$ cat src/rtl/pe_pkg.sv
// rtl/pe_pkg.sv - shared constants and fixed-point helpers for the PE mesh
package pe_pkg;

  localparam int DEF_DATA_WIDTH = 16;
  localparam int DEF_FRAC_BITS  = 8;

  // Width of a bank index; a single bank still gets a one-bit port.
  function automatic int bank_idx_w(input int banks);
    return (banks > 1) ? $clog2(banks) : 1;
  endfunction

  // Largest signed value representable in `width` bits.
  function automatic logic signed [63:0] fxp_max(input int width);
    return (64'sd1 <<< (width - 1)) - 64'sd1;
  endfunction

  // Smallest signed value representable in `width` bits.
  function automatic logic signed [63:0] fxp_min(input int width);
    return -(64'sd1 <<< (width - 1));
  endfunction

  // Clamp a wide signed value into the signed range of `width` bits.
  function automatic logic signed [63:0] fxp_sat(input logic signed [63:0] value,
                                                 input int width);
    logic signed [63:0] r;
    r = value;
    if (value > fxp_max(width)) r = fxp_max(width);
    else if (value < fxp_min(width)) r = fxp_min(width);
    return r;
  endfunction

endpackage

$ cat src/rtl/fxp_mac_sat.sv
// rtl/fxp_mac_sat.sv - combinational fixed-point multiply, rescale, accumulate, saturate
module fxp_mac_sat
  import pe_pkg::*;
#(
  parameter int DATA_WIDTH = DEF_DATA_WIDTH,
  parameter int FRAC_BITS  = DEF_FRAC_BITS,
  parameter int SATURATE   = 1
) (
  input  logic signed [DATA_WIDTH-1:0] a,
  input  logic signed [DATA_WIDTH-1:0] b,
  input  logic signed [DATA_WIDTH-1:0] psum,
  output logic        [DATA_WIDTH-1:0] out,
  output logic                         overflow
);

  // Full-precision product width; must not exceed 64 for the package helpers.
  localparam int PW = 2 * DATA_WIDTH;
  localparam logic signed [PW-1:0]   P_MAX = PW'(fxp_max(DATA_WIDTH));
  localparam logic signed [PW-1:0]   P_MIN = PW'(fxp_min(DATA_WIDTH));
  localparam logic [DATA_WIDTH-1:0]  O_MAX = DATA_WIDTH'(fxp_max(DATA_WIDTH));
  localparam logic [DATA_WIDTH-1:0]  O_MIN = DATA_WIDTH'(fxp_min(DATA_WIDTH));

  logic signed [PW-1:0]   prod;
  logic signed [PW-1:0]   shifted;
  logic [DATA_WIDTH-1:0]  p_dw;
  logic [DATA_WIDTH:0]    sum;
  logic                   prod_ovf;
  logic                   sum_ovf;

  // Product is rescaled by an arithmetic shift (floor), narrowed, then added one bit wide.
  always_comb begin
    prod     = PW'(a) * PW'(b);
    shifted  = prod >>> FRAC_BITS;
    prod_ovf = (shifted > P_MAX) || (shifted < P_MIN);
    if (SATURATE != 0) p_dw = DATA_WIDTH'(fxp_sat(64'(shifted), DATA_WIDTH));
    else               p_dw = shifted[DATA_WIDTH-1:0];
    sum      = {p_dw[DATA_WIDTH-1], p_dw} + {psum[DATA_WIDTH-1], psum};
    sum_ovf  = sum[DATA_WIDTH] ^ sum[DATA_WIDTH-1];
    out      = sum[DATA_WIDTH-1:0];
    if (SATURATE != 0 && sum_ovf) out = sum[DATA_WIDTH] ? O_MIN : O_MAX;
    overflow = prod_ovf | sum_ovf;
  end

endmodule

$ cat src/rtl/pe_mb.sv
// rtl/pe_mb.sv - weight-stationary MAC processing element with banked weight storage
module pe_mb
  import pe_pkg::*;
#(
  parameter int DATA_WIDTH = DEF_DATA_WIDTH,
  parameter int FRAC_BITS  = DEF_FRAC_BITS,
  parameter int WBANKS     = 2,
  parameter int SATURATE   = 1
) (
  input  logic                           clk,
  input  logic                           rst,
  input  logic                           pe_enabled,
  input  logic [DATA_WIDTH-1:0]          pe_psum_in,
  input  logic [DATA_WIDTH-1:0]          pe_weight_in,
  input  logic                           pe_accept_w_in,
  input  logic [bank_idx_w(WBANKS)-1:0]  pe_wbank_in,
  input  logic [DATA_WIDTH-1:0]          pe_input_in,
  input  logic                           pe_valid_in,
  input  logic                           pe_switch_in,
  input  logic [bank_idx_w(WBANKS)-1:0]  pe_sel_in,
  output logic [DATA_WIDTH-1:0]          pe_psum_out,
  output logic [DATA_WIDTH-1:0]          pe_weight_out,
  output logic                           pe_accept_w_out,
  output logic [bank_idx_w(WBANKS)-1:0]  pe_wbank_out,
  output logic [DATA_WIDTH-1:0]          pe_input_out,
  output logic                           pe_valid_out,
  output logic                           pe_switch_out,
  output logic [bank_idx_w(WBANKS)-1:0]  pe_sel_out,
  output logic                           pe_overflow
);

  logic [DATA_WIDTH-1:0] bank [WBANKS];
  logic [DATA_WIDTH-1:0] active_w;
  logic [DATA_WIDTH-1:0] mac_out;
  logic                  mac_ovf;

  fxp_mac_sat #(
    .DATA_WIDTH (DATA_WIDTH),
    .FRAC_BITS  (FRAC_BITS),
    .SATURATE   (SATURATE)
  ) u_mac (
    .a        (pe_input_out),
    .b        (active_w),
    .psum     (pe_psum_in),
    .out      (mac_out),
    .overflow (mac_ovf)
  );

  // Mesh forwarding registers; data words are zeroed when their qualifier is low.
  always_ff @(posedge clk or posedge rst) begin
    if (rst) begin
      pe_accept_w_out <= 1'b0;
      pe_weight_out   <= '0;
      pe_wbank_out    <= '0;
      pe_valid_out    <= 1'b0;
      pe_input_out    <= '0;
      pe_switch_out   <= 1'b0;
      pe_sel_out      <= '0;
    end else if (!pe_enabled) begin
      pe_accept_w_out <= 1'b0;
      pe_weight_out   <= '0;
      pe_wbank_out    <= '0;
      pe_valid_out    <= 1'b0;
      pe_input_out    <= '0;
      pe_switch_out   <= 1'b0;
      pe_sel_out      <= '0;
    end else begin
      pe_accept_w_out <= pe_accept_w_in;
      pe_weight_out   <= pe_accept_w_in ? pe_weight_in : '0;
      pe_wbank_out    <= pe_wbank_in;
      pe_valid_out    <= pe_valid_in;
      pe_input_out    <= pe_valid_in ? pe_input_in : '0;
      pe_switch_out   <= pe_switch_in;
      pe_sel_out      <= pe_sel_in;
    end
  end

  // Shadow banks and the active weight; a switch samples the bank before this edge's write.
  always_ff @(posedge clk or posedge rst) begin
    if (rst) begin
      for (int i = 0; i < WBANKS; i++) bank[i] <= '0;
      active_w <= '0;
    end else if (!pe_enabled) begin
      for (int i = 0; i < WBANKS; i++) bank[i] <= '0;
      active_w <= '0;
    end else begin
      if (pe_accept_w_in) bank[pe_wbank_in] <= pe_weight_in;
      if (pe_switch_in)   active_w <= bank[pe_sel_in];
    end
  end

  // Registered MAC result every enabled edge, plus the sticky overflow flag.
  always_ff @(posedge clk or posedge rst) begin
    if (rst) begin
      pe_psum_out <= '0;
      pe_overflow <= 1'b0;
    end else if (!pe_enabled) begin
      pe_psum_out <= '0;
      pe_overflow <= 1'b0;
    end else begin
      pe_psum_out <= mac_out;
      if (mac_ovf) pe_overflow <= 1'b1;
    end
  end

endmodule
$ cat config.mk
export PLATFORM = sky130hd
export DESIGN_NAME = pe_mb
export DESIGN_NICKNAME = d
export VERILOG_FILES = /design/src/rtl/pe_pkg.sv /design/src/rtl/fxp_mac_sat.sv /design/src/rtl/pe_mb.sv
export SDC_FILE = /design/constraint.sdc
export NUM_CORES = 1
export LEC_CHECK = 0
export CORE_ASPECT_RATIO = 2
export CORE_MARGIN = 4
export CORE_UTILIZATION = 60
export DETAILED_ROUTE_END_ITERATION = 6
export HOLD_SLACK_MARGIN = 0.12
export PLACE_DENSITY_LB_ADDON = 0.2
export SETUP_SLACK_MARGIN = 0.2
export SYNTH_ARGS = -nofsm -noshare
export SYNTH_HDL_FRONTEND = slang
export SYNTH_HIERARCHICAL = 1
export SYNTH_SLANG_ARGS = --single-unit
$ cat constraint.sdc
create_clock -name clk -period 14.9 [get_ports clk]
set_input_delay 2.235 -clock clk [delete_from_list [all_inputs] [get_ports clk]]
set_output_delay 2.235 -clock clk [all_outputs]
set_load 0.02 [all_outputs]
# == Yosys cells after proc, flatten, opt, wreduce, memory -nomap -nowiden ==
# Index checks and enable logic that the tools add are counted.
# op_classes
add_sub_neg,1
mul,1
n_lt_le_gt_ge,7
n_eq_ne,3
muxes,26
n_bitwise,4
reduce_logical,2
# ops
op,n
$mux W16,15
$mux W32,2
$gt A24 B16 Y1 const B,2
$lt A24 B16 Y1 const B,2
$bwmux W32,1
$mul A16 B16 Y32,1
$add A16 B16 Y17,1
$demux W16 S1,1
$mux W1,7
$ne A2 B1 Y1 const B,3
$ge A2 B2 Y1 const B,2
$not A1 Y2,2
$lt A2 B1 Y1 const B,1
$logic_and A1 B1 Y1,1
$logic_or A1 B1 Y1,1
$or A1 B1 Y1,1
$xor A1 B1 Y1,1
# totals
register_bits,102
output_inout_bits,54
elab_cells,56

# == Logic depth before layout (Yosys ltp) ==
# logic_depth
word_depth,9
mapped_depth,38

# == Modules after synthesis ==
# Netlist, hierarchy kept.
# modules_own_cells
mod,n_inst,cells_each,area_each_um2,seq_area_each_um2
fxp_mac_sat,1,1263,10994.3,0.0
pe_mb,1,331,3938.8,2552.4

# == Least setup slack after synthesis ==
# Ideal clock, no wire load.
# synth_timing
path_type,register to register
from,reg pe_input_out[15]
to,reg pe_psum_out[10]
setup_time_ns,0.119
t_arrival_ns,9.143
t_required_ns,14.781
slack_ns,5.638
stages_incl_launch_ff,37
n_path_buf,2
synth_period_minus_slack_ns,9.262
path_cell_list,dfrtp_1 > clkbuf_1 > nand2_1 > fa_1 > inv_1 > fa_1 > inv_1 > fa_1 > fa_1 > inv_1 > fa_1 > inv_1 > fa_1 > inv_1 > ha_1 > a21oi_1 > o211a_1 > o21ai_0 > a211oi_2 > o211ai_2 > o311ai_4 > o2111ai_1 > nor3_1 > nor3_2 > ha_1 > fa_1 > a21o_1 > a21boi_0 > o21ai_0 > a2111oi_0 > nor3_1 > a32o_1 > o21ai_0 > o32ai_1 > clkbuf_1 > o21a_1 > and2_1
# synth_via
elab_chain_cells,8
# synth_rtl
element,line,text
"start, declared",pe_mb.sv:25,"output logic [DATA_WIDTH-1:0] pe_input_out,"
"start signal, assigned",pe_mb.sv:72,pe_input_out <= pe_valid_in ? pe_input_in : '0;
$mul A16 B16 Y32 *,fxp_mac_sat.sv:32,prod = PW'(a) * PW'(b);
$lt A24 B16 Y1,pe_pkg.sv:28,else if (value < fxp_min(width)) r = fxp_min(width);
$mux W16,pe_pkg.sv:28,
$mux W16 *,pe_pkg.sv:27,if (value > fxp_max(width)) r = fxp_max(width);
$add A16 B16 Y17 *,fxp_mac_sat.sv:37,"sum = {p_dw[DATA_WIDTH-1], p_dw} + {psum[DATA_WIDTH-1], psum};"
$mux W16 or $xor A1 B1 Y1 (tied branches),"fxp_mac_sat.sv:40, fxp_mac_sat.sv:38",
$mux W16 *,fxp_mac_sat.sv:40,if (SATURATE != 0 && sum_ovf) out = sum[DATA_WIDTH] ? O_MIN : O_MAX;
net mac_out[10],pe_mb.sv:34,logic [DATA_WIDTH-1:0] mac_out;
$mux W16 *,pe_mb.sv:97,end else if (!pe_enabled) begin
"end signal, assigned",pe_mb.sv:101,pe_psum_out <= mac_out;
"end, declared",pe_mb.sv:21,"output logic [DATA_WIDTH-1:0] pe_psum_out,"
# Mark *: on every way through the listed nets, which the timed path passes. The rest lies on a longest branch.
# A chain may end at the register's enable or synchronous reset.

# == Worst setup path after layout ==
# layout_timing
from,reg active_w[7]
to,reg pe_psum_out[5]
# layout_via
elab_chain_cells,8
# layout_rtl
element,line,text
"start, declared",pe_mb.sv:33,logic [DATA_WIDTH-1:0] active_w;
"start signal, assigned",pe_mb.sv:88,if (pe_switch_in) active_w <= bank[pe_sel_in];
$mul A16 B16 Y32 *,fxp_mac_sat.sv:32,
$lt A24 B16 Y1,pe_pkg.sv:28,
$mux W16,pe_pkg.sv:28,
$mux W16 *,pe_pkg.sv:27,
$add A16 B16 Y17 *,fxp_mac_sat.sv:37,
$mux W16 or $xor A1 B1 Y1 (tied branches),"fxp_mac_sat.sv:40, fxp_mac_sat.sv:38",
$mux W16 *,fxp_mac_sat.sv:40,
net mac_out[5],pe_mb.sv:34,
$mux W16 *,pe_mb.sv:97,
# Marks and branches as above.

==> metrics.md <==
| Metric | Value |
|---|---|
| Status | finished clean |
| Synth Cell Area | 0.0149 mm^2 |
| Post-Synth Simple-Gate Area | 16.3% |
| Worst Path Max Fanout | 17 |
| Full die area | 0.0276 mm^2 |
| N_diodes | 0 |
| Met1 global-route usage | 31.7% |
| Reg clk slew, reported paths | 0.08 ns |
| Max-Cap Viols | 0 |
| Commonest non-fill, non-tap cell in the layout | inv_1 |
| Worst R2R Start | active_w[7] |
| Arr. time, crit path | 10.82 ns |
| Vias | 11,200 |
| Final slew viol count | 0 |
| Place WS | 4.44 ns |
| Synth Flop Type | dfrtp_1 |
| Met3 Usage GRT | 3.83% |
| Initial antenna violation count | 1 |
| Critical path's most frequent cell | fa_1 |
| Flop-to-flop setup slack | 4.35 ns |
| Vias in the first global route | 12,300 |
| Gr usage total | 29.8% |
| YS warnings | 6 |
| Fraction of layout cells with a size suffix above 1 | 3.62% |
| Reg-to-Reg End | pe_psum_out[5] |
| Worst Hold Class | reg2reg |
| Clk sinks | 102 |
| DRT antenna net count | 0 |
| CTS tree | done |
| Core ar. | 0.0245 mm^2 |
| Maximum clock path buffer count | 2 |
| # resized after CTS | 0 |
| Tightest slew margin relative to the limit | 20.6% |
| Hold buffers post-CTS | 0 |
| Worst reg2reg path depth | 34 |
| Total grt overflow | 0 |
| Largest family of logic cells by synthesized area | adder cells |
| Initial Util | 60.9% |
| IO Port Bufs | 109 |
| Highest-count cells in the layout ignoring fill and taps | inv_1, fa_1, nand2_1 |
| Die height | 231 um |
| GR met2 Demand/Resource | 56.8% |
| Routed vias/inst | 5.61 |
| CTS Buf Count | 9 |
| DR iter-0 viols | 542 |
| Tmin final | 10.55 ns |
| Synth Net Count | 2,007 |
| Final clock skew | 0.00941 ns |
| Leakage | 8.11 nW |
| Endpoint class of the critical path | register |
| Complex-gate fraction of the synthesized area | 9.97% |
| Mean Syn Cell Area | 9.37 um^2 |
| Final Setup Violations | 0 |
| Synth unique cells | 71 |
| Least-Margin Pin Slew | 1.19 ns |
| Max Clk Rate | 94.8 MHz |
| Clock latency on the worst-skew pair | 0.37 ns |
| Final Cycle Share | 70.8% |
| CP max stage delay | 0.86 ns |
| CTS root buffer | clkbuf_16 |
| Crit path kind | reg2reg |
| DP Cell Count | 1,975 |
| Post-synth ARST share | 100% |
| XOR/XNOR share of the synthesized area | 2.69% |
| CP max-delay cell | dfrtp_1 |
| Global-route wire length before repair | 63,500 um |
| GRT Max-Usage Layer | met2 |
| Area grow syn2layout | 10.2% |
| H-Tree Depth | 3 |
| Hold path startpoint | bank[23] |
| Hold Crit Depth | 2 |
| Mux cell area share after synthesis | 1.07% |
| Worst EP required | 15.17 ns |
| Number of synthesized flops with an enable pin | 0 |
| Fillers | 2,064 |
| Largest net degree at the start of global routing | 71 |
| DP HPWL | 32,200 um |
| Peak supply drop | 0.127 mV |
| Final WL | 39,200 um |
| Adder-cell share of the synthesized area | 43.1% |
| Final hold vios | 0 |
| RePlAce Congestion | 0.962 |
| First-pass DRT Iterations | 5 |
| Pwr/cell area | 81.9 mW/mm^2 |
| I/O pin total | 110 |
| Final Non-Filler Cells | 1,991 |
| Setup TNS Final | 0 ns |
| Hold Path Sink | bank[23] |
| Number of remaining DRC errors | 0 |
| Worst setup margin | 4.35 ns |
| Gate Count Post-Synth | 1,594 |
| FF+latch count, synth | 102 |
| Final nets | 2,067 |
| # rows | 81 |
| Horiz. Die Dim | 120 um |
| CP Launch Type | register |
| Post-CTS setup buffer count | 0 |
| Seq/Total Area, Yosys | 17.1% |
| Drt wl/cell | 19.7 um |
| RSZ-0062 raised after global routing | false |
-- per-layer routing --
metal	wire [um]	up-vias	part of all wire (%)
li1	-	5045	-
met1	13200	5638	34
met2	22400	359	57
met3	1540	127	3.9
met4	2070	0	5.3
met5	0	-	0
-- metrics by stage --
step / instance area, um^2 / util [%] / power (mW) / hold WS [ns]
floorplan: 14900 / - / 0.864 / 0.499
global placement: 16100 / 65.8 / 1.08 / 0.507
detailed placement: 16100 / 65.8 / 1.09 / 0.497
CTS: 16500 / 67.1 / 1.36 / 0.526
global route: 16500 / 67.1 / 1.44 / 0.549
finish: 16500 / 67.1 / 1.35 / 0.526
-- how the worst max path moves through the flow --
stage | from | end | cells after the start
after floorplan | pe_input_out[15] | pe_psum_out[10] | 36
after global placement | active_w[7] | pe_psum_out[5] | 34
after detailed placement | active_w[7] | pe_psum_out[5] | 34
after CTS | active_w[7] | pe_psum_out[5] | 34
after global routing | active_w[7] | pe_psum_out[5] | 33
final | active_w[7] | pe_psum_out[5] | 34
-- critical path: cells and delay by family, from the launching register on --
kind	cells	cell delay [ns]
xor+xnor	1	0.32
fa+ha+maj	9	4.32
simple gates	7	1.47
compound gates	12	3.16
flops	1	0.86
buf+inv	5	0.29
-- cell type report --
| type | count | area, um^2 | area share [%] |
|---|---|---|---|
| Clock buffer | 9 | 225 | 1.37 |
| Clock inverter | 7 | 97.6 | 0.593 |
| Inverter | 302 | 1140 | 6.90 |
| Multi-Input combinational cell | 1126 | 10900 | 66.3 |
| Sequential cell | 102 | 2550 | 15.5 |
| Tap cell | 332 | 415 | 2.52 |
| Timing Repair Buffer | 113 | 1120 | 6.78 |
-- where the power goes --
part / internal [mW] / total [mW] / switching [mW] / leakage (nW)
sequential: 0.305 / 0.338 / 0.0326 / 1.36
combinational: 0.324 / 0.749 / 0.424 / 6.59
clock: 0.137 / 0.261 / 0.124 / 0.159
-- kinds of logic after synthesis --
| family | count (synthesis) |
|---|---|
| AOI/OAI and AO/OA | 223 |
| buffers and inverters | 366 |
| adders and majority gates | 357 |
| and+or+nand+nor | 485 |
| DFF | 102 |
| muxes | 16 |
| xor gates and xnor gates | 45 |
-- state kept, by name (all words and copies together), names as in the netlist --
name	count
bank	32
pe_accept_w_out	1
pe_input_out	16
pe_psum_out	16
pe_valid_out	1
pe_overflow	1
pe_wbank_out	1
pe_sel_out	1
active_w	16
pe_weight_out	16
pe_switch_out	1
-- synthesized netlist by cell type (all sizes together) (2+ instances only) --
cell type,count,area share [%]
o21bai,6,0.30
a211oi,6,0.42
ha,95,8.0
o211ai,5,0.28
or3,3,0.13
nor3,14,0.50
a31oi,2,0.13
nand2b,9,0.38
nand3,8,0.27
fa,262,35
xnor2,33,1.9
a21boi,34,2.0
nand4,7,0.29
a21o,9,0.45
and3,36,1.6
o22ai,3,0.13
nor4,4,0.27
o21a,19,0.96
buf,16,0.98
o221ai,2,0.12
dfrtp,102,17
xor2,12,0.75
a21oi,70,2.4
and2,140,5.9
o21ai,54,1.9
nor2b,6,0.25
mux2i,16,1.1
or2,3,0.13
nand2,211,5.3
clkbuf,48,1.2
nor2,38,0.96
inv,302,7.6
Note: power is estimated with default switching activity, not from simulation.
